<file path="config.mk">
export PLATFORM = sky130hd
export DESIGN_NAME = ibex_cheri_scr_file
export DESIGN_NICKNAME = d
export VERILOG_FILES = /design/src/rtl/ibex_cheri_scr_file.sv
export SDC_FILE = /design/constraint.sdc
export NUM_CORES = 1
export LEC_CHECK = 0
export CORE_MARGIN = 5
export CORE_UTILIZATION = 47
export DETAILED_ROUTE_END_ITERATION = 6
export HOLD_SLACK_MARGIN = 0.03
export PLACE_DENSITY = 0.82
export SLEW_MARGIN = 20
export SYNTH_ARGS = -nofsm -noshare
export SYNTH_HDL_FRONTEND = slang
export SYNTH_SLANG_ARGS = --single-unit
</file>
<file path="constraint.sdc">
create_clock -name clk_i -period 19.9 [get_ports clk_i]
set_input_delay 1.99 -clock clk_i [delete_from_list [all_inputs] [get_ports clk_i]]
set_output_delay 1.99 -clock clk_i [all_outputs]
set_load 0.02 [all_outputs]
</file>
<file path="src/rtl/ibex_cheri_scr_file.sv">
// Special capability register file: DDC plus the machine-mode SCRs, access-rights checks,
// and MEPCC/MCCSR capture on traps. All responses are registered with one cycle of latency.
module ibex_cheri_scr_file #(
    parameter int unsigned      CAP_W    = 64,
    parameter logic [CAP_W-1:0] DDC_RST  = '1,
    parameter logic [CAP_W-1:0] MTCC_RST = '0
) (
    input  logic             clk_i,
    input  logic             rst_i,
    input  logic             scr_req_i,
    input  logic [1:0]       scr_op_i,
    input  logic [4:0]       scr_addr_i,
    input  logic [CAP_W-1:0] scr_wdata_i,
    input  logic             scr_wtag_i,
    input  logic [1:0]       priv_lvl_i,
    input  logic             pcc_asr_i,
    output logic             scr_rvalid_o,
    output logic [CAP_W-1:0] scr_rdata_o,
    output logic             scr_rtag_o,
    output logic             scr_illegal_o,
    output logic             scr_asr_viol_o,
    input  logic             exc_save_i,
    input  logic [CAP_W-1:0] exc_pcc_i,
    input  logic             exc_pcc_tag_i,
    input  logic             cheri_exc_i,
    input  logic [4:0]       cheri_cause_i,
    input  logic [5:0]       cheri_reg_i,
    output logic [CAP_W:0]   ddc_o,
    output logic [CAP_W:0]   mtcc_o,
    output logic [CAP_W:0]   mepcc_o,
    output logic [31:0]      mccsr_o
);
    localparam logic [1:0] SCR_NONE      = 2'd0;
    localparam logic [1:0] SCR_WRITE     = 2'd1;
    localparam logic [1:0] SCR_READ      = 2'd2;
    localparam logic [1:0] SCR_READWRITE = 2'd3;
    localparam logic [1:0] PRIV_LVL_M    = 2'b11;

    localparam logic [4:0] SCR_DDC       = 5'h01;
    localparam logic [4:0] SCR_MTCC      = 5'h1C;
    localparam logic [4:0] SCR_MTDC      = 5'h1D;
    localparam logic [4:0] SCR_MSCRATCHC = 5'h1E;
    localparam logic [4:0] SCR_MEPCC     = 5'h1F;

    // Registers hold {tag, capability}
    logic [CAP_W:0] r_ddc, r_mtcc, r_mtdc, r_mscratchc, r_mepcc;
    logic           r_dirty;
    logic [4:0]     r_cause;
    logic [5:0]     r_reg;

    logic           w_active, w_legal, w_viol, w_ok, w_rd, w_wr;
    logic [CAP_W:0] w_rcap, w_wcap;

    assign w_active = scr_req_i && (scr_op_i != SCR_NONE);
    assign w_rd     = (scr_op_i == SCR_READ) || (scr_op_i == SCR_READWRITE);
    assign w_wr     = (scr_op_i == SCR_WRITE) || (scr_op_i == SCR_READWRITE);
    assign w_wcap   = {scr_wtag_i, scr_wdata_i};

    always_comb begin
        w_legal = 1'b1;
        w_rcap  = '0;
        case (scr_addr_i)
            SCR_DDC:       w_rcap = r_ddc;
            SCR_MTCC:      w_rcap = r_mtcc;
            SCR_MTDC:      w_rcap = r_mtdc;
            SCR_MSCRATCHC: w_rcap = r_mscratchc;
            SCR_MEPCC:     w_rcap = r_mepcc;
            default:       w_legal = 1'b0;
        endcase
    end

    // DDC is always accessible; every other implemented SCR is machine-only with ASR
    assign w_viol = w_legal && (scr_addr_i != SCR_DDC) &&
                    !((priv_lvl_i == PRIV_LVL_M) && pcc_asr_i);
    assign w_ok   = w_active && w_legal && !w_viol;

    always_ff @(posedge clk_i or posedge rst_i) begin
        if (rst_i) begin
            r_ddc          <= {1'b1, DDC_RST};
            r_mtcc         <= {1'b0, MTCC_RST};
            r_mtdc         <= '0;
            r_mscratchc    <= '0;
            r_mepcc        <= '0;
            r_dirty        <= 1'b0;
            r_cause        <= '0;
            r_reg          <= '0;
            scr_rvalid_o   <= 1'b0;
            scr_rdata_o    <= '0;
            scr_rtag_o     <= 1'b0;
            scr_illegal_o  <= 1'b0;
            scr_asr_viol_o <= 1'b0;
        end else begin
            scr_rvalid_o   <= w_active;
            scr_rdata_o    <= (w_ok && w_rd) ? w_rcap[CAP_W-1:0] : '0;
            scr_rtag_o     <= w_ok && w_rd && w_rcap[CAP_W];
            scr_illegal_o  <= w_active && !w_legal;
            scr_asr_viol_o <= w_active && w_viol;

            if (w_ok && w_wr) begin
                case (scr_addr_i)
                    SCR_DDC:       r_ddc       <= w_wcap;
                    SCR_MTCC:      r_mtcc      <= w_wcap;
                    SCR_MTDC:      r_mtdc      <= w_wcap;
                    SCR_MSCRATCHC: r_mscratchc <= w_wcap;
                    SCR_MEPCC:     if (!exc_save_i) r_mepcc <= w_wcap;
                    default: ;
                endcase
                if (scr_wtag_i) r_dirty <= 1'b1;
            end

            // Trap capture overrides a concurrent SCR write to MEPCC
            if (exc_save_i) begin
                r_mepcc <= {exc_pcc_tag_i, exc_pcc_i};
                if (cheri_exc_i) begin
                    r_cause <= cheri_cause_i;
                    r_reg   <= cheri_reg_i;
                end
            end
        end
    end

    assign ddc_o   = r_ddc;
    assign mtcc_o  = r_mtcc;
    assign mepcc_o = r_mepcc;
    assign mccsr_o = {16'h0, r_reg, r_cause, 3'b000, r_dirty, 1'b1};

endmodule

</file>
Word-level counts from Yosys, hierarchy flattened
Cells that the tools add are included.
Widths: inputs -> output; s select.
{"block": "totals", "regBits": 405, "inputBits": 156, "out_inout_bits": 295, "wordCells": 56}
{"block": "classes", "eq_ne": 10, "mux": 6, "n_reduce_logical": 27}
{"operator": "$pmux 65 s5", "n": 1}
{"operator": "$mux 65", "n": 3}
{"operator": "$mux 64", "n": 1}
{"operator": "$eq 5x5->1 const B", "n": 4}
{"operator": "$reduce_and 2->1", "n": 7}
{"operator": "$logic_and 1x1->1", "n": 11}
{"operator": "$eq 2x2->1 const B", "n": 3}
{"operator": "$reduce_bool 2->1", "n": 3}
{"operator": "$eq 5x1->1 const B", "n": 1}
{"operator": "$ne 5x1->1 const B", "n": 1}
{"operator": "$reduce_or 5->1", "n": 1}
{"operator": "$logic_not 1->1", "n": 3}
{"operator": "$eq 2x1->1 const B", "n": 1}
{"operator": "$logic_or 1x1->1", "n": 2}
{"operator": "$mux 1", "n": 1}

Longest topological paths before layout
{"block": "depth", "depth_word": 10, "mapped_depth": 7, "mapped_depth_nobuf": 4}

Worst setup path before layout
OpenSTA, ideal clock, no wires.
{"block": "synth_path", "path_kind": "input to register", "start": "input port scr_addr_i[0]", "end": "register r_mtcc[0], in the netlist mtcc_o[0]", "setup_ns": 0.127, "arrival_time_ns": 3.572, "required_ns": 19.773, "slack_ns": 16.200, "cell_stages": 7, "n_path_buf": 3, "path_cell_list": "buf_2 -> or4b_4 -> o2bb2ai_4 -> and3_1 -> buf_4 -> buf_6 -> mux2_1"}
{"block": "synth_via", "elab_chain_cells": 9, "elab_cells_between_ends": 15, "classes_between": "eq/ne (6); mux (1); reduce/logical (8)"}
{"item": "start, declared", "line": "12", "rtl": "input logic [4:0] scr_addr_i,"}
{"item": "$eq 5x5->1, or another cell as far along", "line": "62", "rtl": "case (scr_addr_i)"}
{"item": "$reduce_or 5->1 (no line)"}
{"item": "$mux 1", "line": "62"}
{"item": "$logic_and 1x1->1 (2 in a row)", "line": "73", "rtl": "assign w_viol = w_legal && (scr_addr_i != SCR_DDC) &&"}
{"item": "$logic_not 1->1", "line": "75", "rtl": "assign w_ok = w_active && w_legal && !w_viol;"}
{"item": "$logic_and 1x1->1", "line": "75"}
{"item": "$logic_and 1x1->1", "line": "99", "rtl": "if (w_ok && w_wr) begin"}
{"item": "$reduce_and 2->1 (no line) *"}
{"item": "end signal, assigned", "line": "80", "rtl": "r_mtcc <= {1'b0, MTCC_RST};"}
{"item": "end signal, assigned", "line": "102", "rtl": "SCR_MTCC: r_mtcc <= w_wcap;"}
{"item": "end, declared", "line": "46", "rtl": "logic [CAP_W:0] r_ddc, r_mtcc, r_mtdc, r_mscratchc, r_mepcc;"}
Every way passes the cells marked *; elsewhere a longest branch is shown, timed or not.
A chain may end at the register's enable or synchronous reset.

Worst setup path after layout
{"block": "layout_path", "start": "input port scr_addr_i[4]", "end": "register r_mscratchc[41]"}
{"block": "layout_via", "elab_chain_cells": 9, "elab_cells_between_ends": 15, "classes_between": "eq/ne (6); mux (1); reduce/logical (8)"}
{"item": "$eq 5x5->1, or another cell as far along", "line": "62"}
{"item": "$reduce_or 5->1 (no line)"}
{"item": "$mux 1", "line": "62"}
{"item": "$logic_and 1x1->1 (2 in a row)", "line": "73"}
{"item": "$logic_not 1->1", "line": "75"}
{"item": "$logic_and 1x1->1", "line": "75"}
{"item": "$logic_and 1x1->1", "line": "99"}
{"item": "$reduce_and 2->1 (no line) *"}
{"item": "end signal, assigned", "line": "104", "rtl": "SCR_MSCRATCHC: r_mscratchc <= w_wcap;"}
{"item": "end, declared", "line": "46"}
Marked as above.

==> results.sh <==
export IMPL_vdd_drop_max_mv=0.0723
export IMPL_setup_viol=0
export IMPL_clkLatencyLatePin_ns=0.55
export IMPL_grt_pass1_vias=13519
export IMPL_p_sw_frac=0.246
export IMPL_synthCells=1275
export IMPL_rsz0062_at_grt="no"
export IMPL_grt_pass1_wl_mm=79.7
export IMPL_wl_per_cell_um=23.4
export IMPL_worstMarginPinSlew_ns=1.13
export IMPL_p_int_mw=1.52
export IMPL_p_switching_uw=496
export IMPL_fin_cells=2175
export IMPL_critPathMaxFanout=67
export IMPL_cts_made_buffers=44
export IMPL_p_per_area_nw_per_um2=86.3
export IMPL_cp_slowest_cell="clkdlybuf4s50_1"
export IMPL_clockBufferDepth=3
export IMPL_synth_top_cells_by_area="dfrtp_1 (49%), mux2_2 (11%), dfstp_2 (9.9%), mux2_1 (6.5%), o221a_2 (4.2%)"
export IMPL_seqPwrFrac=0.450
export IMPL_synth_cell_types=29
export IMPL_finalCriticalPeriod_ns=4.51
export IMPL_fill_cells=2672
export IMPL_gr_total_overflow=0
export IMPL_whs_ns=0.492
export IMPL_antenna_found_initial=1
export IMPL_worstPathCellList="clkdlybuf4s50_1 -> nand4_1 -> buf_4 -> nor3_1 -> nand3_4 -> buf_12 -> mux2_2"
export IMPL_vias=12337
export IMPL_ctsHoldBuffers=0
export IMPL_cts_sinks=405
export IMPL_cp_arrival_ns=4.94
export IMPL_hold_path_class="flip-flop to flip-flop"
export IMPL_cts_root_buf="clkbuf_16"
export IMPL_status="complete, no violations"
export IMPL_cts_htree_levels=2
export IMPL_skew_ns=0.0155
export IMPL_max_freq_ghz=0.222
export IMPL_ant_nets=0
export IMPL_start_util=0.474
export IMPL_comb_power_share=0.129
export IMPL_drv_cap=0
export IMPL_start_kind="input pin"
export IMPL_dp_hpwl_mm=31.3
export IMPL_placedCellCount=2090
export IMPL_wl_mm=50.8
export IMPL_crit_type="input pin to flip-flop"
export IMPL_viasPerCell=5.67
export IMPL_leakage_nw=10.2
export IMPL_rows=70
export IMPL_drive_gt1_frac=0.235
export IMPL_clkPwrFrac=0.420
export IMPL_cts_resized=0
export IMPL_cts_tree="built"
export IMPL_die_area_um2=40700
export IMPL_clk_pin_slew_ns=0.06
export IMPL_drt_iter0_markers=716
export IMPL_synthesis_area_um2=17300
export IMPL_timing_final_crit_share=0.227
export IMPL_core_um2=36400
export IMPL_layout_nets=1826
export IMPL_drc=0
export IMPL_post_cts_setup_buffer_count=0
export IMPL_yosys_area_top_type="dfrtp_1"
export IMPL_seq_area_frac_synth=0.591
export IMPL_fp_dieW_um=202
export IMPL_portBuffers=430
export IMPL_synth_top_area_share=0.492
export IMPL_syn_area_per_cell_um2=13.6
export IMPL_max_slew_margin_rel=0.248
export IMPL_grt_max_degree=182
export IMPL_synth_seq_cells=405
export IMPL_critical_path_required_ns=20.33
export IMPL_drtPass1Iterations=5
export IMPL_hold_viol=0
export IMPL_ios=451
export IMPL_gr_usage_all_layers=0.245
export IMPL_crit_path_end_kind="flip-flop"
export IMPL_place_congestion=0.804
export IMPL_drv_slew=0
export IMPL_areaGrowthSynthToFinish_pct=35.1
export IMPL_max_stage_delay_ns=0.68
export IMPL_setup_tns_ns=0
export IMPL_die_h_um=202
export IMPL_yosysWarnings=0
==> cells in the mapped netlist (all sizes together) <==
cell / number
nand4: 1
a21oi: 65
nand2: 67
or4b: 1
inv: 3
nand3: 3
o221a: 65
nor3: 3
and2: 1
a221oi: 65
o21ai: 1
and3: 3
nor2: 69
mux2: 271
buf: 74
nand2b: 65
conb: 2
nand4b: 2
o2bb2ai: 1
nor3b: 1
dfstp: 65
clkbuf: 40
mux2i: 65
a31o: 2
dfrtp: 340
==> kinds of logic (layout without fill, tap and decap cells) <==
kind of cell / count (synthesis) / count (layout) / synth area share
buffers and inverters: 117 / 530 / 0.0380
AND/OR/NAND/NOR: 216 / 216 / 0.0589
multiplexers: 336 / 336 / 0.214
flip-flops: 405 / 405 / 0.591
AO/OA/AOI/OAI: 199 / 199 / 0.0970
other: 2 / 21 / 0.000435
==> final cells by class <==
class	instances	area, um^2	share of cell area
diodes	1	2.50	0.000107
inverters	3	18.8	0.000804
repair buffers	445	4450	0.191
clock inverters	16	223	0.00954
clock buffers	66	1290	0.0555
flip-flops and latches	405	10200	0.438
well taps	468	586	0.0251
multi-input cells	771	6550	0.281
==> cell usage in the layout, fill, tap and decap left out, types with 5 or more instances in the layout <==
master / instances
nand2_1: 67
a221oi_1: 65
dfrtp_1: 340
mux2i_1: 65
bufinv_16: 5
o221a_2: 65
mux2_2: 171
clkdlybuf4s50_1: 428
a21oi_1: 65
clkbuf_1: 12
clkinv_2: 6
clkbuf_16: 45
nand2b_1: 65
conb_1: 20
nor2_1: 66
mux2_1: 100
dfstp_2: 65
buf_4: 12
clkbuf_8: 9
==> metrics by stage <==
step,worst slack (ns),utilization,cell area (um^2),total power [mW]
final,15.39,0.641,23300,2.02
after global routing,15.31,0.641,23300,2.08
after CTS,15.04,0.639,23300,2.03
after detailed placement,14.46,0.598,21800,1.18
after global placement,14.61,0.598,21800,1.18
after floorplan,6.75,-,17300,1.04
==> critical path, delay by kind of cell <==
kind                   cells  cell delay, ns
buffers and inverters      3            1.50
and+or+nand+nor            3            1.09
muxes                      1            0.31
==> power groups by stage <==
stage	Clock [mW]	Sequential [mW]	Combinational, mW
after floorplan	0	0.957	0.0829
after global placement	0	0.918	0.259
after detailed placement	0	0.920	0.262
after CTS	0.861	0.907	0.264
after global routing	0.896	0.911	0.277
final	0.847	0.907	0.261
==> worst paths after layout <==
kind,start,endpoint,slack (ns),depth (start not counted)
worst max-delay path,scr_addr_i[4],r_mscratchc[41],15.39,7
worst min-delay path,r_mtdc[63],r_mtdc[63],0.49,1
worst max register to register,mepcc_o[61],scr_rdata_o[61],18.62,4
worst min register to register,r_mtdc[63],r_mtdc[63],0.49,1
max in group asynchronous,rst_i,mtcc_o[6],16.37,3
min in group asynchronous,rst_i,scr_rdata_o[57],2.05,2
==> metal layers <==
metal	part of all wire	up-vias	global-route usage
li1	-	5410	-
met5	0	-	0
met4	0.026	0	0.0762
met1	0.40	6348	0.307
met2	0.50	489	0.419
met3	0.077	90	0.0651
Note: power is estimated with default switching activity, not from simulation.
